==> src/rtl/cordic_dispatch.sv <==
// cordic_dispatch: operand FIFO, range screen and start/done sequencer for the cosine CORDIC core.
// Define CORDIC_DISPATCH_TIMEOUT_EN to add a RUN-state watchdog that aborts after TIMEOUT cycles.
module cordic_dispatch #(
    parameter int FIFO_DEPTH = 4,
    parameter int TIMEOUT    = 31
) (
    input  logic        clock,
    input  logic        aclr_n,
    input  logic        in_valid,
    output logic        in_ready,
    input  logic [31:0] in_data,
    output logic        core_clk_en,
    output logic        core_start,
    output logic [31:0] core_dataa,
    input  logic [31:0] core_result,
    input  logic        core_done,
    output logic        out_valid,
    input  logic        out_ready,
    output logic [31:0] out_result,
    output logic        out_err
);
    localparam int AW = $clog2(FIFO_DEPTH);
    localparam logic [AW:0] FULL_CNT = (AW+1)'(FIFO_DEPTH);
    if (FIFO_DEPTH < 2 || (FIFO_DEPTH & (FIFO_DEPTH - 1)) != 0 || TIMEOUT < 1 || TIMEOUT > 31) begin : g_bad_param
        $error("cordic_dispatch: FIFO_DEPTH must be a power of two >= 2 and TIMEOUT within 1..31");
    end
    typedef enum logic [1:0] {IDLE, START, RUN, HOLD} state_t;
    state_t        state_q, state_d;
    logic [31:0]   mem_q [FIFO_DEPTH];
    logic [AW-1:0] wr_ptr_q, rd_ptr_q;
    logic [AW:0]   count_q;
    logic [31:0]   dataa_q, dataa_d, result_q, result_d;
    logic          err_q, err_d;
    logic          push, pop, full, empty, head_oor, tmo_hit;
    logic [31:0]   head;
    assign full     = count_q == FULL_CNT;
    assign empty    = count_q == '0;
    assign in_ready = !full;
    assign push     = in_valid && !full;
    assign head     = mem_q[rd_ptr_q];
    // exponent field >= 128 is exactly its top bit; sign is irrelevant since cosine is even
    assign head_oor = head[30];
`ifdef CORDIC_DISPATCH_TIMEOUT_EN
    logic [4:0] tmo_q, tmo_d;
    assign tmo_d   = state_q == RUN ? tmo_q + 5'd1 : 5'd0;
    assign tmo_hit = state_q == RUN && tmo_q == 5'(TIMEOUT - 1);
    // watchdog counter, zero on the first RUN cycle
    always_ff @(posedge clock or negedge aclr_n) begin
        if (!aclr_n) tmo_q <= '0;
        else         tmo_q <= tmo_d;
    end
`else
    assign tmo_hit = 1'b0;
`endif
    // operand storage; contents need no reset because occupancy is tracked by count_q
    always_ff @(posedge clock) begin
        if (push) mem_q[wr_ptr_q] <= in_data;
    end
    // FIFO pointers and occupancy
    always_ff @(posedge clock or negedge aclr_n) begin
        if (!aclr_n) begin
            wr_ptr_q <= '0;
            rd_ptr_q <= '0;
            count_q  <= '0;
        end else begin
            wr_ptr_q <= wr_ptr_q + AW'(push);
            rd_ptr_q <= rd_ptr_q + AW'(pop);
            count_q  <= count_q + (AW+1)'(push) - (AW+1)'(pop);
        end
    end
    // next state: screen the head in IDLE, latch the first done in RUN, hold until consumed
    always_comb begin
        state_d  = state_q;
        pop      = 1'b0;
        dataa_d  = dataa_q;
        result_d = result_q;
        err_d    = err_q;
        case (state_q)
            IDLE: if (!empty) begin
                pop = 1'b1;
                if (head_oor) begin
                    result_d = '0;
                    err_d    = 1'b1;
                    state_d  = HOLD;
                end else begin
                    dataa_d = head;
                    state_d = START;
                end
            end
            START: state_d = RUN;
            RUN: if (core_done) begin
                result_d = core_result;
                err_d    = 1'b0;
                state_d  = HOLD;
            end else if (tmo_hit) begin
                result_d = 32'h7FC0_0000;
                err_d    = 1'b1;
                state_d  = HOLD;
            end
            HOLD: if (out_ready) state_d = IDLE;
            default: state_d = IDLE;
        endcase
    end
    // state and result registers
    always_ff @(posedge clock or negedge aclr_n) begin
        if (!aclr_n) begin
            state_q  <= IDLE;
            dataa_q  <= '0;
            result_q <= '0;
            err_q    <= 1'b0;
        end else begin
            state_q  <= state_d;
            dataa_q  <= dataa_d;
            result_q <= result_d;
            err_q    <= err_d;
        end
    end
    assign core_start  = state_q == START;
    assign core_clk_en = state_q == START || state_q == RUN;
    assign core_dataa  = dataa_q;
    assign out_valid   = state_q == HOLD;
    assign out_result  = result_q;
    assign out_err     = err_q;
endmodule

==> config.mk <==
export PLATFORM = sky130hd
export DESIGN_NAME = cordic_dispatch
export DESIGN_NICKNAME = d
export VERILOG_FILES = /design/src/rtl/cordic_dispatch.sv
export SDC_FILE = /design/constraint.sdc
export NUM_CORES = 1
export LEC_CHECK = 0
export CORE_ASPECT_RATIO = 0.6
export CORE_MARGIN = 4
export CORE_UTILIZATION = 45
export CTS_CLUSTER_DIAMETER = 200
export DETAILED_ROUTE_END_ITERATION = 16
export GPL_ROUTABILITY_DRIVEN = 1
export PLACE_DENSITY = 0.7
export SLEW_MARGIN = 10
export SYNTH_ARGS = -nofsm -noshare
export SYNTH_HDL_FRONTEND = slang
export SYNTH_SLANG_ARGS = --single-unit
==> constraint.sdc <==
create_clock -name clock -period 11.4 [get_ports clock]
set_clock_uncertainty 0.05 [all_clocks]
set_input_delay 1.14 -clock clock [delete_from_list [all_inputs] [get_ports clock]]
set_output_delay 1.14 -clock clock [all_outputs]
set_load 0.05 [all_outputs]
==> results.sh, run 1 <==
export IMPL_grt_overflow_total=0
export IMPL_cts_buffer_depth=3
export IMPL_synth_compound_area_share_pct=5.01
export IMPL_cts_root_buf="clkbuf_16"
export IMPL_ys_ff_latch=201
export IMPL_worstRegToRegCells=3
export IMPL_internal_power_mw=1.96
export IMPL_swShare_pct=37.1
export IMPL_worstPathCellList="clkdlybuf4s50_1 -> nand3b_1 -> a21bo_1 -> a32o_1"
export IMPL_grt_use_total_pct=16.3
export IMPL_postSynthAreaPerCell_sq_um=19.5
export IMPL_max_stage_delay_ps=980
export IMPL_hold_path_class="register to register"
export IMPL_synth_top_area_share_pct=49.6
export IMPL_post_cts_buffers=0
export IMPL_portBuffers=136
export IMPL_cts_tree="yes"
export IMPL_critPathRequiredTime_ps=11750
export IMPL_setup_violations=0
export IMPL_leakage_nw=3.57
export IMPL_totalPowerFinal_mw=3.11
export IMPL_grt_max_degree=74
export IMPL_yosys_area_share_simple_pct=3.10
export IMPL_syn_nets=474
export IMPL_holdCritStartpoint="core_dataa[22]"
export IMPL_cp_max_fo=27
export IMPL_dieArea_sq_mm=0.0194
export IMPL_dp_cells=738
export IMPL_ys_top_cells_by_area="edfxtp_1 50%, dfrtp_1 24%, mux4_2 9.3%"
export IMPL_postSynthCellCount=397
export IMPL_synth_xor_area_share_pct=0.678
export IMPL_arrival_ps=3780
export IMPL_drive_gt1_share_pct=18.8
export IMPL_p_sw_mw=1.15
export IMPL_fin_util_pct=60.2
export IMPL_die_x_um=177
export IMPL_seqPwrFrac_pct=36.5
export IMPL_cp_num_buf_inv=1
export IMPL_critical_path_top_delay_family="compound AO/OA/AOI/OAI gates"
export IMPL_pwr_share_clk_pct=21.8
export IMPL_final_cells=770
export IMPL_initial_utilization_pct=46.9
export IMPL_yosysMostFrequentCell="edfxtp_1"
export IMPL_setup_slack_ps=7970
export IMPL_worst_setup_path_type="input port to register"
export IMPL_dp_slack_ps=7580
export IMPL_synthAdderAreaFrac_pct=1.39
export IMPL_synthTopCellsByCount="128 x edfxtp_1, 73 x dfrtp_1, 32 x mux4_2"
export IMPL_holdPathStages=1
export IMPL_power_density_mw_per_mm2=312
export IMPL_avgViaCountPerCell=5.41
export IMPL_end_kind="register"
export IMPL_synth_edf_count=128
export IMPL_dp_hpwl_mm=9.74
export IMPL_std_cell_rows=36
export IMPL_muxShareOfSynthArea_pct=14.2
export IMPL_synth_main_ff_cell="edfxtp_1"
export IMPL_max_clock_freq_mhz=291
export IMPL_ys_warn_count=0
export IMPL_yosysSeqAreaShare_pct=73.2
export IMPL_diodes=0
export IMPL_fin_area_sq_mm=0.00995
export IMPL_place_area_sq_mm=0.00928
export IMPL_status="finished, final reports clean"
export IMPL_cts_repair_resized=0
export IMPL_drv_cap=0
export IMPL_post_synth_top_area_cell="edfxtp_1"
export IMPL_drc_errors=0
export IMPL_die_h_um=110
export IMPL_synth_top_family_by_area="multiplexers"
export IMPL_hold_worst_slack_ps=439
export IMPL_cts_sinks=201
export IMPL_synth_area_sq_mm=0.00775
export IMPL_core_area_sq_mm=0.0165
export IMPL_path_clk_slew_ps=60
export IMPL_crit_path_start="core_done"
export IMPL_insertion_delay_ps=470
export IMPL_grt_pass1_wl_mm=24.4
export IMPL_fin_crit_ps=3430
export IMPL_syn2layout_area_growth_pct=28.4
export IMPL_final_nets=608
export IMPL_routed_wl_mm=15.8
export IMPL_grt_pass1_vias=4418
export IMPL_drv_slew=0
export IMPL_crit_cells=4
export IMPL_worst_pin_slew_ps=1120
export IMPL_drtPass1Iterations=4
export IMPL_cts_buffers=19
export IMPL_peakVddDrop_uv=148
export IMPL_r2r_start="rd_ptr_q[1]"
export IMPL_drtAntennaViolNets=0
export IMPL_ys_async_sr_fraction_pct=36.3
export IMPL_ys_types=39
export IMPL_io_pins=138
export IMPL_cts_htree_levels=1
export IMPL_post_drt_wl_per_cell_um=20.6
export IMPL_antenna_found_initial=0
export IMPL_slowest_stage="a21bo_1"
export IMPL_grt_setup_unrepaired="false"
export IMPL_critPathLaunchType="input port"
export IMPL_p_comb_share_pct=41.7
export IMPL_fin_tns_setup_ps=0
export IMPL_cts_hold_buf=0
export IMPL_drt_first_iter_violations=248
export IMPL_place_gp_congestion=0.745
export IMPL_fillers=1232
export IMPL_vias=4164
export IMPL_period_share_pct=30.1
export IMPL_finalHoldViolations=0
export IMPL_slew_headroom_pct=24.9
worst paths after layout:
path | to | slack, ps
max | out_result[26] | 7970
min | core_dataa[22] | 440
max reg2reg | out_result[26] | 8150
min reg2reg | core_dataa[22] | 440
max in group asynchronous | rd_ptr_q[1] | 9850
min in group asynchronous | core_dataa[21] | 760
state kept, by name, indices dropped and copies added, names as in the netlist:
name	count
core_dataa	31
count_q	3
mem_q	128
out_err	1
out_result	32
rd_ptr_q	2
state_q	2
wr_ptr_q	2
cells in the final DEF (no fill, tap or decap), drive strengths merged, types with 2 or more instances in the layout:
master / n
mux2: 31
clkdlybuf4s50: 135
and4b: 6
a21oi: 6
o211ai: 7
nor3b: 2
dfrtp: 73
nand2: 10
edfxtp: 128
nand3: 8
nor3: 2
mux2i: 3
mux4: 32
ha: 7
clkbuf: 22
and3: 2
clkinv: 5
nor2: 2
bufinv: 5
buf: 5
xnor2: 5
inv: 5
a32o: 26
metal layers:
layer / global-route usage [%] / routed length (um) / vias to the layer above
met2: 24.8 / 7400 / 134
li1: - / - / 1859
met3: 4.40 / 1110 / 20
met1: 23.7 / 7070 / 2151
met5: 0 / 0 / -
met4: 3.81 / 251 / 0
cell type report:
class	instances	area (sq um)	area share (%)
sequential	201	5670	57.0
multi-input combinational	164	1910	19.2
timing repair buffer	140	1390	14.0
clock buffer	22	497	4.99
tap	228	285	2.87
clock inverter	10	175	1.76
inverter	5	18.8	0.189
logic make-up after synthesis:
group / count (synthesis)
buffers and inverters: 32
DFF: 201
and+or+nand+nor: 39
xor gates and xnor gates: 6
muxes: 66
other: 1
adders and majority gates: 8
AOI/OAI and AO/OA: 44
power by group through the flow:
stage	clock network, mW	registers (mW)	logic, mW
floorplan	0	1.48	0.582
global placement	0	1.14	1.28
detailed placement	0	1.15	1.31
CTS	0.693	1.14	1.32
global route	0.729	1.16	1.38
finish	0.677	1.13	1.30
Power figures use the tool's default switching activity.
==> run 2, diff against run 1 <==
==> constraint.sdc (replaced) <==
create_clock -name clock -period 3.3 [get_ports clock]
set_clock_uncertainty 0.05 [all_clocks]
set_input_delay 0.33 -clock clock [delete_from_list [all_inputs] [get_ports clock]]
set_output_delay 0.33 -clock clock [all_outputs]
set_load 0.05 [all_outputs]
==> results.sh, run 2 (same netlist as run 1, synthesis figures left out) <==
export IMPL_initial_utilization_pct=46.9
export IMPL_violations="negative hold slack"
export IMPL_drv_slew=0
export IMPL_drtPass1Iterations=5
export IMPL_post_drt_wl_per_cell_um=21.0
export IMPL_vias=4252
export IMPL_cts_buffers=19
export IMPL_grt_pass1_vias=4486
export IMPL_fin_tns_setup_ps=0
export IMPL_top_register="mem_q"
export IMPL_final_cells=779
export IMPL_slew_headroom_pct=32.2
export IMPL_cts_buffer_depth=3
export IMPL_insertion_delay_ps=470
export IMPL_grt_overflow_total=0
export IMPL_die_x_um=177
export IMPL_critPathLaunchType="register"
export IMPL_grt_use_total_pct=16.9
export IMPL_dieArea_sq_mm=0.0194
export IMPL_place_gp_congestion=0.716
export IMPL_io_pins=138
export IMPL_largest_reg_flops=128
export IMPL_worst_setup_path_type="register to register"
export IMPL_max_clock_freq_mhz=388
export IMPL_period_share_pct=78.1
export IMPL_drc_errors=0
export IMPL_final_common_cell="clkdlybuf4s50_1"
export IMPL_fillers=1245
export IMPL_drtAntennaViolNets=0
export IMPL_finalHoldViolations=12
export IMPL_syn2layout_area_growth_pct=28.0
export IMPL_portBuffers=136
export IMPL_status="finished with violations"
export IMPL_grt_max_degree=74
export IMPL_grt_setup_unrepaired="false"
export IMPL_arrival_ps=2920
export IMPL_std_cell_rows=36
export IMPL_dp_hpwl_mm=10.8
export IMPL_avgViaCountPerCell=5.46
export IMPL_hold_path_class="input port to async pin"
export IMPL_fin_crit_ps=2580
export IMPL_leakage_nw=3.55
export IMPL_cts_repair_resized=0
export IMPL_drv_cap=0
export IMPL_cts_htree_levels=1
export IMPL_final_nets=615
export IMPL_hold_worst_slack_ps=-39.2
export IMPL_cts_tree="yes"
export IMPL_end_kind="register"
export IMPL_setup_violations=0
export IMPL_multi_input_area_sq_mm=0.00193
export IMPL_drt_first_iter_violations=374
export IMPL_path_clk_slew_ps=60
export IMPL_cp_max_fo=6
export IMPL_seqCellArea_sq_mm=0.00567
export IMPL_drive_gt1_share_pct=19.1
export IMPL_post_cts_buffers=0
export IMPL_layout_common_cells="135 x clkdlybuf4s50_1, 128 x edfxtp_1, 71 x dfrtp_1, 32 x mux4_2, 30 x mux2_2"
export IMPL_critPathRequiredTime_ps=3640
export IMPL_antenna_found_initial=0
export IMPL_cts_hold_buf=0
export IMPL_cts_sinks=201
export IMPL_peakVddDrop_uv=557
export IMPL_routed_wl_mm=16.4
export IMPL_cts_root_buf="clkbuf_16"
export IMPL_core_area_sq_mm=0.0165
export IMPL_die_h_um=110
export IMPL_dp_cells=745
export IMPL_power_density_mw_per_mm2=1050
export IMPL_grt_pass1_wl_mm=25.4
export IMPL_worst_pin_slew_ps=1020
-- run 2: cell count changes in the layout (fill, tap and decap cells not counted), sizes merged --
cell / change
clkinv: -2
buf: +7
clkinvlp: +1
clkbuf: +7
bufinv: -5
diode: +1
-- run 2: path summary, 6_finish.rpt --
path	start	endpoint	slack (ps)	cells after the start
worst max-delay path	count_q[1]	count_q[2]	720	8
worst min-delay path	aclr_n	core_dataa[22]	-40	1
worst max register to register	count_q[1]	count_q[2]	720	8
worst min register to register	core_dataa[22]	core_dataa[22]	440	1
max in group asynchronous	aclr_n	rd_ptr_q[1]	2510	1
min in group clock	core_result[1]	out_result[1]	410	2
-- run 2: through the flow --
step                hold slack, ps  utilization [%]  setup WS, ps  area (sq um)  total power, mW
global route                  30.2             60.0           556          9920             11.0
floorplan                    -15.6                -           477          7760             7.12
detailed placement             444             56.6           766          9360             8.62
global placement               420             56.6           836          9360             8.49
finish                       -39.2             60.0           722          9920             10.5
CTS                           10.5             60.0           725          9920             10.6
-- run 2: power by group --
part	switching (mW)	internal, mW	total (mW)	leakage (nW)
Clock	0.836	1.11	1.95	0.265
Sequential	0.348	3.49	3.84	2.06
Combinational	2.82	1.86	4.68	1.22
Total	4.00	6.46	10.5	3.55
-- run 2: layout make-up --
class	count	share of cell area, %
diodes	1	0.0252
clock buffers	29	5.37
clock inverters	4	0.202
inverters	5	0.189
multi-input cells	164	19.5
flip-flops and latches	201	57.2
well taps	228	2.88
repair buffers	147	14.7
-- run 2: critical path, cell delays in order (launching register included) --
cell and delay, ps:
dfrtp_1 430, or3b_2 490, nand2_1 290, inv_1 140, xnor2_1 170, ha_1 200, fa_1 380, xnor2_1 200
xnor2_1 140
-- run 2: layer usage --
layer	routed length (um)	part of all wire (%)	GRT usage, %
met5	0	0	0
met4	251	1.5	3.31
met3	851	5.2	3.88
met2	7770	47	25.8
met1	7510	46	25.3
==> run 3, diff against run 2 <==
==> constraint.sdc (replaced) <==
create_clock -name clock -period 2.6 [get_ports clock]
set_clock_uncertainty 0.05 [all_clocks]
set_input_delay 0.26 -clock clock [delete_from_list [all_inputs] [get_ports clock]]
set_output_delay 0.26 -clock clock [all_outputs]
set_load 0.05 [all_outputs]
==> results.sh, run 3 (same netlist as run 1, synthesis figures left out) <==
export IMPL_status="finished, final reports clean"
export IMPL_dp_slack_ps=339
export IMPL_largest_reg_flops=128
export IMPL_grt_setup_unrepaired="false"
export IMPL_dp_hpwl_mm=11.1
export IMPL_arrival_ps=2150
export IMPL_portBuffers=136
export IMPL_cts_root_buf="clkbuf_16"
export IMPL_drv_cap=0
export IMPL_std_cell_rows=36
export IMPL_fillers=1229
export IMPL_layout_common_cells="135 x clkdlybuf4s50_1, 128 x edfxtp_1, 71 x dfrtp_1, 32 x mux4_2, 30 x mux2_2"
export IMPL_grt_overflow_total=0
export IMPL_fin_tns_setup_ps=0
export IMPL_cp_max_fo=6
export IMPL_seqCellArea_sq_mm=0.00567
export IMPL_die_x_um=177
export IMPL_setup_violations=0
export IMPL_path_clk_slew_ps=70
export IMPL_worst_setup_path_type="register to output pin"
export IMPL_dieArea_sq_mm=0.0194
export IMPL_cts_tree="yes"
export IMPL_critPathLaunchType="register"
export IMPL_end_kind="output pin"
export IMPL_setup_slack_ps=137
export IMPL_fin_crit_ps=2460
export IMPL_insertion_delay_ps=480
export IMPL_drc_errors=0
export IMPL_die_h_um=110
export IMPL_cts_buffers=19
export IMPL_core_area_sq_mm=0.0165
export IMPL_slew_headroom_pct=42.5
export IMPL_regToRegSetupSlack_ps=320
export IMPL_cts_buffer_depth=3
export IMPL_final_nets=624
export IMPL_place_gp_congestion=0.724
export IMPL_period_share_pct=94.7
export IMPL_routed_wl_mm=16.8
export IMPL_leakage_nw=3.66
export IMPL_io_pins=138
export IMPL_drive_gt1_share_pct=21.5
export IMPL_diodes=0
export IMPL_critPathRequiredTime_ps=2290
export IMPL_drt_first_iter_violations=369
export IMPL_top_register="mem_q"
export IMPL_initial_utilization_pct=46.9
export IMPL_multi_input_area_sq_mm=0.00193
export IMPL_grt_pass1_wl_mm=25.6
export IMPL_power_density_mw_per_mm2=1370
export IMPL_hold_path_class="input port to async pin"
export IMPL_cts_htree_levels=1
export IMPL_avgViaCountPerCell=5.42
export IMPL_syn2layout_area_growth_pct=30.3
export IMPL_drtPass1Iterations=5
export IMPL_grt_pass1_vias=4430
export IMPL_cts_sinks=201
export IMPL_max_clock_freq_mhz=406
export IMPL_drv_slew=0
export IMPL_final_common_cell="clkdlybuf4s50_1"
export IMPL_fin_util_pct=61.1
export IMPL_vias=4264
export IMPL_drtAntennaViolNets=0
export IMPL_antenna_found_initial=0
export IMPL_post_drt_wl_per_cell_um=21.3
export IMPL_worst_pin_slew_ps=862
export IMPL_finalHoldViolations=0
export IMPL_grt_use_total_pct=17.3
export IMPL_peakVddDrop_uv=592
export IMPL_grt_max_degree=41
export IMPL_post_cts_buffers=0
[run 3: what timing repair did]
action	CTS	global route
hold buffers	1	0
hold endpoints to repair	37	0
resized for setup	0	0
[run 3: path summary, 6_finish.rpt]
check	startpoint	endpoint	cells after the start
min	aclr_n	core_dataa[18]	2
min in group clock	core_result[14]	out_result[14]	2
min reg2reg	core_dataa[15]	core_dataa[15]	1
max	count_q[1]	in_ready	2
max in group asynchronous	aclr_n	out_result[22]	3
max reg2reg	count_q[1]	count_q[2]	8
[run 3: area by class of cell]
class	instances	area share, %
Tap cell	228	2.83
Clock buffer	23	5.06
Multi-Input combinational cell	164	19.1
Clock inverter	10	1.48
Timing Repair Buffer	156	15.1
Sequential cell	201	56.2
Inverter	5	0.186
[run 3: power breakdown]
part / internal, mW / total (mW) / switching, mW
Sequential: 4.43 / 4.88 / 0.453
Combinational: 2.40 / 5.98 / 3.58
Clock: 1.79 / 2.95 / 1.15
Total: 8.63 / 13.8 / 5.18
[run 3: metal layers]
layer	vias to the layer above	global-route usage [%]	share of wire (%)
met5	-	0	0
li1	1897	-	-
met2	128	25.7	46
met4	0	3.64	1.3
met1	2222	26.4	47
met3	17	4.02	6.5
[run 3: worst max-delay path, stage by stage (launching register included)]
cell             delay (ps)
dfrtp_1                 440
or3b_2                  500
clkdlybuf4s50_1         740
[run 3: per-stage QoR]
stage	power, mW	hold WS [ps]	instance area, sq um	std cells
2_1_floorplan	9.04	-85.6	7760	397
3_3_place_gp	10.8	231	9420	753
3_5_place_dp	11.0	243	9420	753
4_1_cts	14.0	294	10100	787
5_1_grt	14.5	318	10100	787
6_report	13.8	272	10100	787
